==> config.mk <==
export PLATFORM = sky130hd
export DESIGN_NAME = axi_lite_master
export DESIGN_NICKNAME = d
export VERILOG_FILES = /design/src/rtl/axi_lite_pkg.sv /design/src/rtl/axi_lite_master.sv
export SDC_FILE = /design/constraint.sdc
export NUM_CORES = 1
export LEC_CHECK = 0
export CORE_MARGIN = 5
export CORE_UTILIZATION = 40
export CTS_BUF_LIST = sky130_fd_sc_hd__clkbuf_16
export DETAILED_ROUTE_END_ITERATION = 10
export GPL_TIMING_DRIVEN = 0
export PLACE_DENSITY = 0.77
export SLEW_MARGIN = 10
export SYNTH_ARGS = -nofsm -noshare
export SYNTH_HDL_FRONTEND = slang
export SYNTH_SLANG_ARGS = --single-unit
==> constraint.sdc <==
create_clock -name aclk -period 2.3 [get_ports aclk]
set_clock_uncertainty 0.05 [all_clocks]
set_input_delay 0.345 -clock aclk [delete_from_list [all_inputs] [get_ports aclk]]
set_output_delay 0.345 -clock aclk [all_outputs]
set_load 0.02 [all_outputs]
==> src/rtl/axi_lite_pkg.sv <==
// Shared AXI4-Lite definitions: master FSM state encoding and response codes.
package axi_lite_pkg;

    typedef enum logic [2:0] {
        S_IDLE  = 3'd0,
        S_WR    = 3'd1,
        S_WRESP = 3'd2,
        S_RD    = 3'd3,
        S_RDATA = 3'd4
    } state_t;

    localparam logic [1:0] RESP_OKAY   = 2'b00;
    localparam logic [1:0] RESP_EXOKAY = 2'b01;
    localparam logic [1:0] RESP_SLVERR = 2'b10;
    localparam logic [1:0] RESP_DECERR = 2'b11;

    // SLVERR and DECERR both have bit 1 set.
    function automatic logic resp_is_err(input logic [1:0] resp);
        return resp[1];
    endfunction

endpackage

==> src/rtl/axi_lite_master.sv <==
// AXI4-Lite initiator: turns single-word user commands into one outstanding AXI4-Lite
// transaction and reports completion with a one-cycle response pulse.
module axi_lite_master
    import axi_lite_pkg::*;
#(
    parameter int unsigned C_ADDR_WIDTH = 32
) (
    input  logic                    aclk,
    input  logic                    aresetn,

    input  logic                    cmd_valid,
    output logic                    cmd_ready,
    input  logic                    cmd_write,
    input  logic [C_ADDR_WIDTH-1:0] cmd_addr,
    input  logic [31:0]             cmd_wdata,
    input  logic [3:0]              cmd_wstrb,

    output logic                    resp_valid,
    output logic [31:0]             resp_rdata,
    output logic [1:0]              resp_resp,
    output logic                    resp_err,

    output logic [C_ADDR_WIDTH-1:0] m_axi_awaddr,
    output logic                    m_axi_awvalid,
    input  logic                    m_axi_awready,
    output logic [31:0]             m_axi_wdata,
    output logic [3:0]              m_axi_wstrb,
    output logic                    m_axi_wvalid,
    input  logic                    m_axi_wready,
    input  logic [1:0]              m_axi_bresp,
    input  logic                    m_axi_bvalid,
    output logic                    m_axi_bready,
    output logic [C_ADDR_WIDTH-1:0] m_axi_araddr,
    output logic                    m_axi_arvalid,
    input  logic                    m_axi_arready,
    input  logic [31:0]             m_axi_rdata,
    input  logic [1:0]              m_axi_rresp,
    input  logic                    m_axi_rvalid,
    output logic                    m_axi_rready
);

    state_t state;
    logic   aw_done;
    logic   w_done;
    logic   aw_fire;
    logic   w_fire;

    assign aw_fire   = m_axi_awvalid & m_axi_awready;
    assign w_fire    = m_axi_wvalid & m_axi_wready;
    assign cmd_ready = (state == S_IDLE) & aresetn;
    assign resp_err  = resp_is_err(resp_resp);

    always_ff @(posedge aclk) begin
        if (!aresetn) begin
            state         <= S_IDLE;
            aw_done       <= 1'b0;
            w_done        <= 1'b0;
            m_axi_awvalid <= 1'b0;
            m_axi_wvalid  <= 1'b0;
            m_axi_bready  <= 1'b0;
            m_axi_arvalid <= 1'b0;
            m_axi_rready  <= 1'b0;
            m_axi_awaddr  <= '0;
            m_axi_araddr  <= '0;
            m_axi_wdata   <= '0;
            m_axi_wstrb   <= '0;
            resp_valid    <= 1'b0;
            resp_rdata    <= '0;
            resp_resp     <= RESP_OKAY;
        end else begin
            resp_valid <= 1'b0;
            case (state)
                S_IDLE: begin
                    if (cmd_valid) begin
                        if (cmd_write) begin
                            m_axi_awaddr  <= cmd_addr;
                            m_axi_wdata   <= cmd_wdata;
                            m_axi_wstrb   <= cmd_wstrb;
                            m_axi_awvalid <= 1'b1;
                            m_axi_wvalid  <= 1'b1;
                            aw_done       <= 1'b0;
                            w_done        <= 1'b0;
                            state         <= S_WR;
                        end else begin
                            m_axi_araddr  <= cmd_addr;
                            m_axi_arvalid <= 1'b1;
                            state         <= S_RD;
                        end
                    end
                end
                S_WR: begin
                    // AW and W complete independently; leave once both have fired.
                    if (aw_fire) m_axi_awvalid <= 1'b0;
                    if (w_fire)  m_axi_wvalid  <= 1'b0;
                    aw_done <= aw_done | aw_fire;
                    w_done  <= w_done | w_fire;
                    if ((aw_done | aw_fire) & (w_done | w_fire)) begin
                        m_axi_bready <= 1'b1;
                        state        <= S_WRESP;
                    end
                end
                S_WRESP: begin
                    if (m_axi_bvalid) begin
                        m_axi_bready <= 1'b0;
                        resp_valid   <= 1'b1;
                        resp_rdata   <= '0;
                        resp_resp    <= m_axi_bresp;
                        state        <= S_IDLE;
                    end
                end
                S_RD: begin
                    if (m_axi_arready) begin
                        m_axi_arvalid <= 1'b0;
                        m_axi_rready  <= 1'b1;
                        state         <= S_RDATA;
                    end
                end
                S_RDATA: begin
                    if (m_axi_rvalid) begin
                        m_axi_rready <= 1'b0;
                        resp_valid   <= 1'b1;
                        resp_rdata   <= m_axi_rdata;
                        resp_resp    <= m_axi_rresp;
                        state        <= S_IDLE;
                    end
                end
                default: state <= S_IDLE;
            endcase
        end
    end

endmodule

## Yosys cells after proc, flatten, opt, wreduce, memory -nomap -nowiden

Index checks and enable logic that the tools add are counted.

| operators by class | value |
|---|---|
| equal/unequal tests | 13 |
| mux-type cells | 36 |
| bitwise logic cells | 7 |
| reductions and logical operators | 16 |

Operators by type and width:

| kind | number |
|---|---|
| 2-to-1 mux 32 bit | 2 |
| case mux 32 bit (2 select lines) | 1 |
| inequality test 2 bit (second input constant) | 9 |
| AND reduction 3 bit | 6 |
| case mux 1 bit (2 select lines) | 8 |
| 2-to-1 mux 1 bit | 15 |
| 2-to-1 mux 3 bit | 5 |
| case mux 3 bit (5 select lines) | 1 |
| AND reduction 4 bit | 3 |
| nonzero test 2 bit | 5 |
| equality test 3 x 2 -> 1 bit (second input constant) | 2 |
| 2-to-1 mux 2 bit | 3 |
| AND reduction 5 bit | 1 |
| AND 1 bit | 4 |
| case mux 2 bit (2 select lines) | 1 |
| equality test 3 x 1 -> 1 bit (second input constant) | 1 |
| equality test 3 bit (second input constant) | 1 |
| zero test 3 bit | 1 |
| bitwise OR 1 bit | 2 |
| NOT 1 bit | 1 |

| word-level totals | value |
|---|---|
| bits in registers | 145 |
| input port bits | 113 |
| word-level logic and storage cells | 87 |

## Longest topological paths before layout

| depth | value |
|---|---|
| word-level depth | 5 |
| depth in mapped cells | 6 |
| gate-level depth less buffers | 3 |

## Worst setup path before layout

No wires, ideal clock.

| path | value |
|---|---|
| path type | input to output |
| start point | input aresetn |
| end point | output cmd_ready |
| data arrival time | 1.505 ns |
| required time | 1.905 ns |
| path slack | 0.400 ns |
| stages on the path | 4 |
| buffers on the path | 2 |
| cells stage by stage | clkbuf_1 inv_1 clkbuf_1 nor4_1 |

| on the way | value |
|---|---|
| cells in the longest elaborated chain, start to end | 1 |

Ends and longest elaborated chain:

| element | line | RTL |
|---|---|---|
| from (decl) | axi_lite_master.sv:9 | `input logic aresetn,` |
| AND 1 bit | axi_lite_master.sv:50 | `assign cmd_ready = (state == S_IDLE) & aresetn;` |
| to (decl) | axi_lite_master.sv:12 | `output logic cmd_ready,` |

Every way passes these cells.

## Worst setup path after layout

Same ends and word-level chain as after synthesis.

==> summary.txt <==
status = complete, no violations
Total GRT Usage = 23.4%
#FFs+latches synth = 145
initial antenna violation count = 0
initial drt markers = 386
CTS H-Tree Depth = 4
DP HPWL = 15,000 microns
slowest CP cell = dlygate4sd2_1
Most used DFF post-synth = dfxtp_1
Achievable Freq = 480 MHz
required time worst endpoint = 1900 ps
Top delay family on crit path = buffers and inverters
Worst-Skew Late Latency = 410 ps
Die W = 129 microns
clock tree sinks = 145
Setup CP Type = input port to primary output
Syn Area/Cell = 8.44 sq um
vias in the first global route = 5,785
VDD IR-drop max = 0.000446 V
Hold Path Class = input port to flip-flop
number of flops mapped to enable cells by yosys = 0
clock tree buffer depth = 2
crit-path cells = clkbuf_1 > inv_1 > clkbuf_1 > nor4_1 > dlygate4sd2_1
initial core utilization = 40.7%
Ports = 255
slew of the pin with the lowest slew margin = 692 ps
CP max FO = 10
root buffer cell = clkbuf_16
power per cell area = 697 mW/mm^2
core area = 0.0139 sq mm
Routed Wire Length = 20,000 microns
post-synth cell types = 35
period utilization = 90.5%
CP most frequent cell = clkbuf_1
die height = 129 microns
average wire per cell in the routed design = 17.6 microns
DRT Pass-1 Iters = 5
row count = 43
Final Hold Viols = 0
Seq/Total Area, Yosys = 51.4%
DR vias/cell = 5.30
IO Port Bufs = 253
number of max-cap violations = 0
Leak = 3.01 nW
mapped cell area = 0.00565 sq mm
Critical Path End Type = primary output
minimum clock period = 2080 ps
Slew headroom = 53.8%
post-synth net total = 782
cell count after synthesis = 669
number of buffers and inverters on the critical path = 4
pre-CTS setup slack = -81.4 ps
CTS clk-pin slew, worst paths = 60 ps
RePlAce Congestion = 0.791
Layout area overhead = 58.6%
Max stage delay on crit path = 370 ps
final setup vio count = 0
Via Count = 6,012
# hold bufs at CTS = 0
first-pass GRT wire length = 30,600 microns
Final WS setup = 219 ps
warnings from Yosys = 0
RSZ-0062 raised after global routing = false
global route overflow = 0
post-synthesis async set-or-reset flop share = 0%
crit path DAT = 1690 ps
# DRC = 0
final net count = 1,054
Final Power = 0.00624 W
Diodes inserted = 0
number of buffers created by CTS = 17
CTS tree = done
layout cell share with drive strength beyond 1 = 6.50%
Final ANT Viol Nets = 0
Die Footprint = 0.0166 sq mm
pin count of the biggest net entering global routing = 17
Critical Path Source Type = input port
Max Transition Viols Final = 0
internal reg-to-reg setup slack = 600 ps
==> kinds of logic after synthesis <==
family	count (synthesis)	synth area share, %
simple gates	189	17.1
flops	145	51.4
mux	3	0.554
buf+inv	78	7.80
compound gates	254	23.1
==> synth_stat cells, types with 2 or more instances <==
| cell type | instances | area share (%) |
|---|---|---|
| mux2i_1 | 2 | 0.35 |
| nand4bb_1 | 2 | 0.40 |
| buf_2 | 7 | 0.62 |
| buf_1 | 5 | 0.33 |
| nand2_1 | 34 | 2.3 |
| o21ai_1 | 58 | 5.1 |
| o21a_1 | 3 | 0.40 |
| o21ai_2 | 2 | 0.31 |
| buf_4 | 5 | 0.66 |
| dfxtp_1 | 145 | 51 |
| o31ai_1 | 2 | 0.27 |
| clkbuf_1 | 43 | 2.9 |
| nand3_1 | 134 | 12 |
| a21boi_0 | 2 | 0.27 |
| nor2_1 | 4 | 0.27 |
| nor3b_1 | 4 | 0.53 |
| a21oi_1 | 141 | 12 |
| nor4bb_1 | 2 | 0.35 |
| o21ai_0 | 43 | 3.8 |
| buf_6 | 16 | 3.2 |
==> what timing repair did <==
| action | in CTS | in global routing |
|---|---|---|
| setup endpoints to repair | 1 | 0 |
| buffers inserted | 0 | 0 |
| resized for setup | 1 | 0 |
| endpoints found under the hold margin | 0 | 0 |
==> final timing paths <==
check | start | endpoint | cells after the start
setup / recovery | aresetn | cmd_ready | 5
hold / removal | aresetn | m_axi_bready | 2
hold reg to reg | resp_rdata[27] | resp_rdata[27] | 2
setup reg to reg | state[2] | m_axi_wdata[2] | 6
==> report_power, final <==
group          leakage [nW]  internal (W)  switching [W]  total (W)
sequential             1.18       0.00261      0.0000473    0.00265
clock                 0.269       0.00156        0.00103    0.00259
combinational          1.57      0.000473       0.000522   0.000995
==> stage by stage <==
step / utilization (%) / area, sq um / hold slack (ps) / cells / setup TNS (ps)
finish: 64.5 / 8960 / 257 / 1134 / 0
CTS: 64.5 / 8960 / 242 / 1134 / 0
floorplan: - / 5650 / 404 / 669 / 0
global placement: 60.6 / 8410 / 395 / 1102 / -222
detailed placement: 60.6 / 8410 / 405 / 1102 / -310
global route: 64.5 / 8960 / 280 / 1134 / 0
==> layout make-up <==
cell class,count,area (sq um)
fillers,1287,4920
plain buffers,76,433
clock buffers,17,425
repair buffers,253,2530
flip-flops and latches,145,2900
well taps,180,225
multi-input cells,446,2300
clock inverters,15,126
inverters,2,7.51
==> flip-flops by register name, summed over array words and instances (netlist names), 2 cells and up <==
register      cells
m_axi_araddr     32
m_axi_awaddr     32
m_axi_wdata      32
m_axi_wstrb       4
resp_rdata       32
resp_resp         2
state             3
==> metal layers <==
layer  part of all wire [%]  track usage [%]  vias up
li1                       -                -     2929
met1                     41             29.3     2797
met2                     47             37.5      250
met3                    8.6             6.97       36
met4                    2.9             9.94        0
met5                      0                0        -
==> placed cells by master (no fill, tap or decap), drive strengths merged, types with 3 or more instances in the layout <==
master / count
dfxtp: 145
o21a: 3
clkinv: 9
nand3: 134
clkdlybuf4s50: 252
a21oi: 141
nor3b: 5
nor2: 4
buf: 33
o21ai: 103
inv: 3
clkbuf: 60
nand2: 34
clkinvlp: 3
==> worst reg2reg max path: stages, from the launching register on <==
cell	delay [ps]
dfxtp_1	330
buf_2	180
nor4b_2	300
buf_4	290
buf_6	180
nand3_1	130
a21oi_1	160
(Power assumes the default switching activity.)
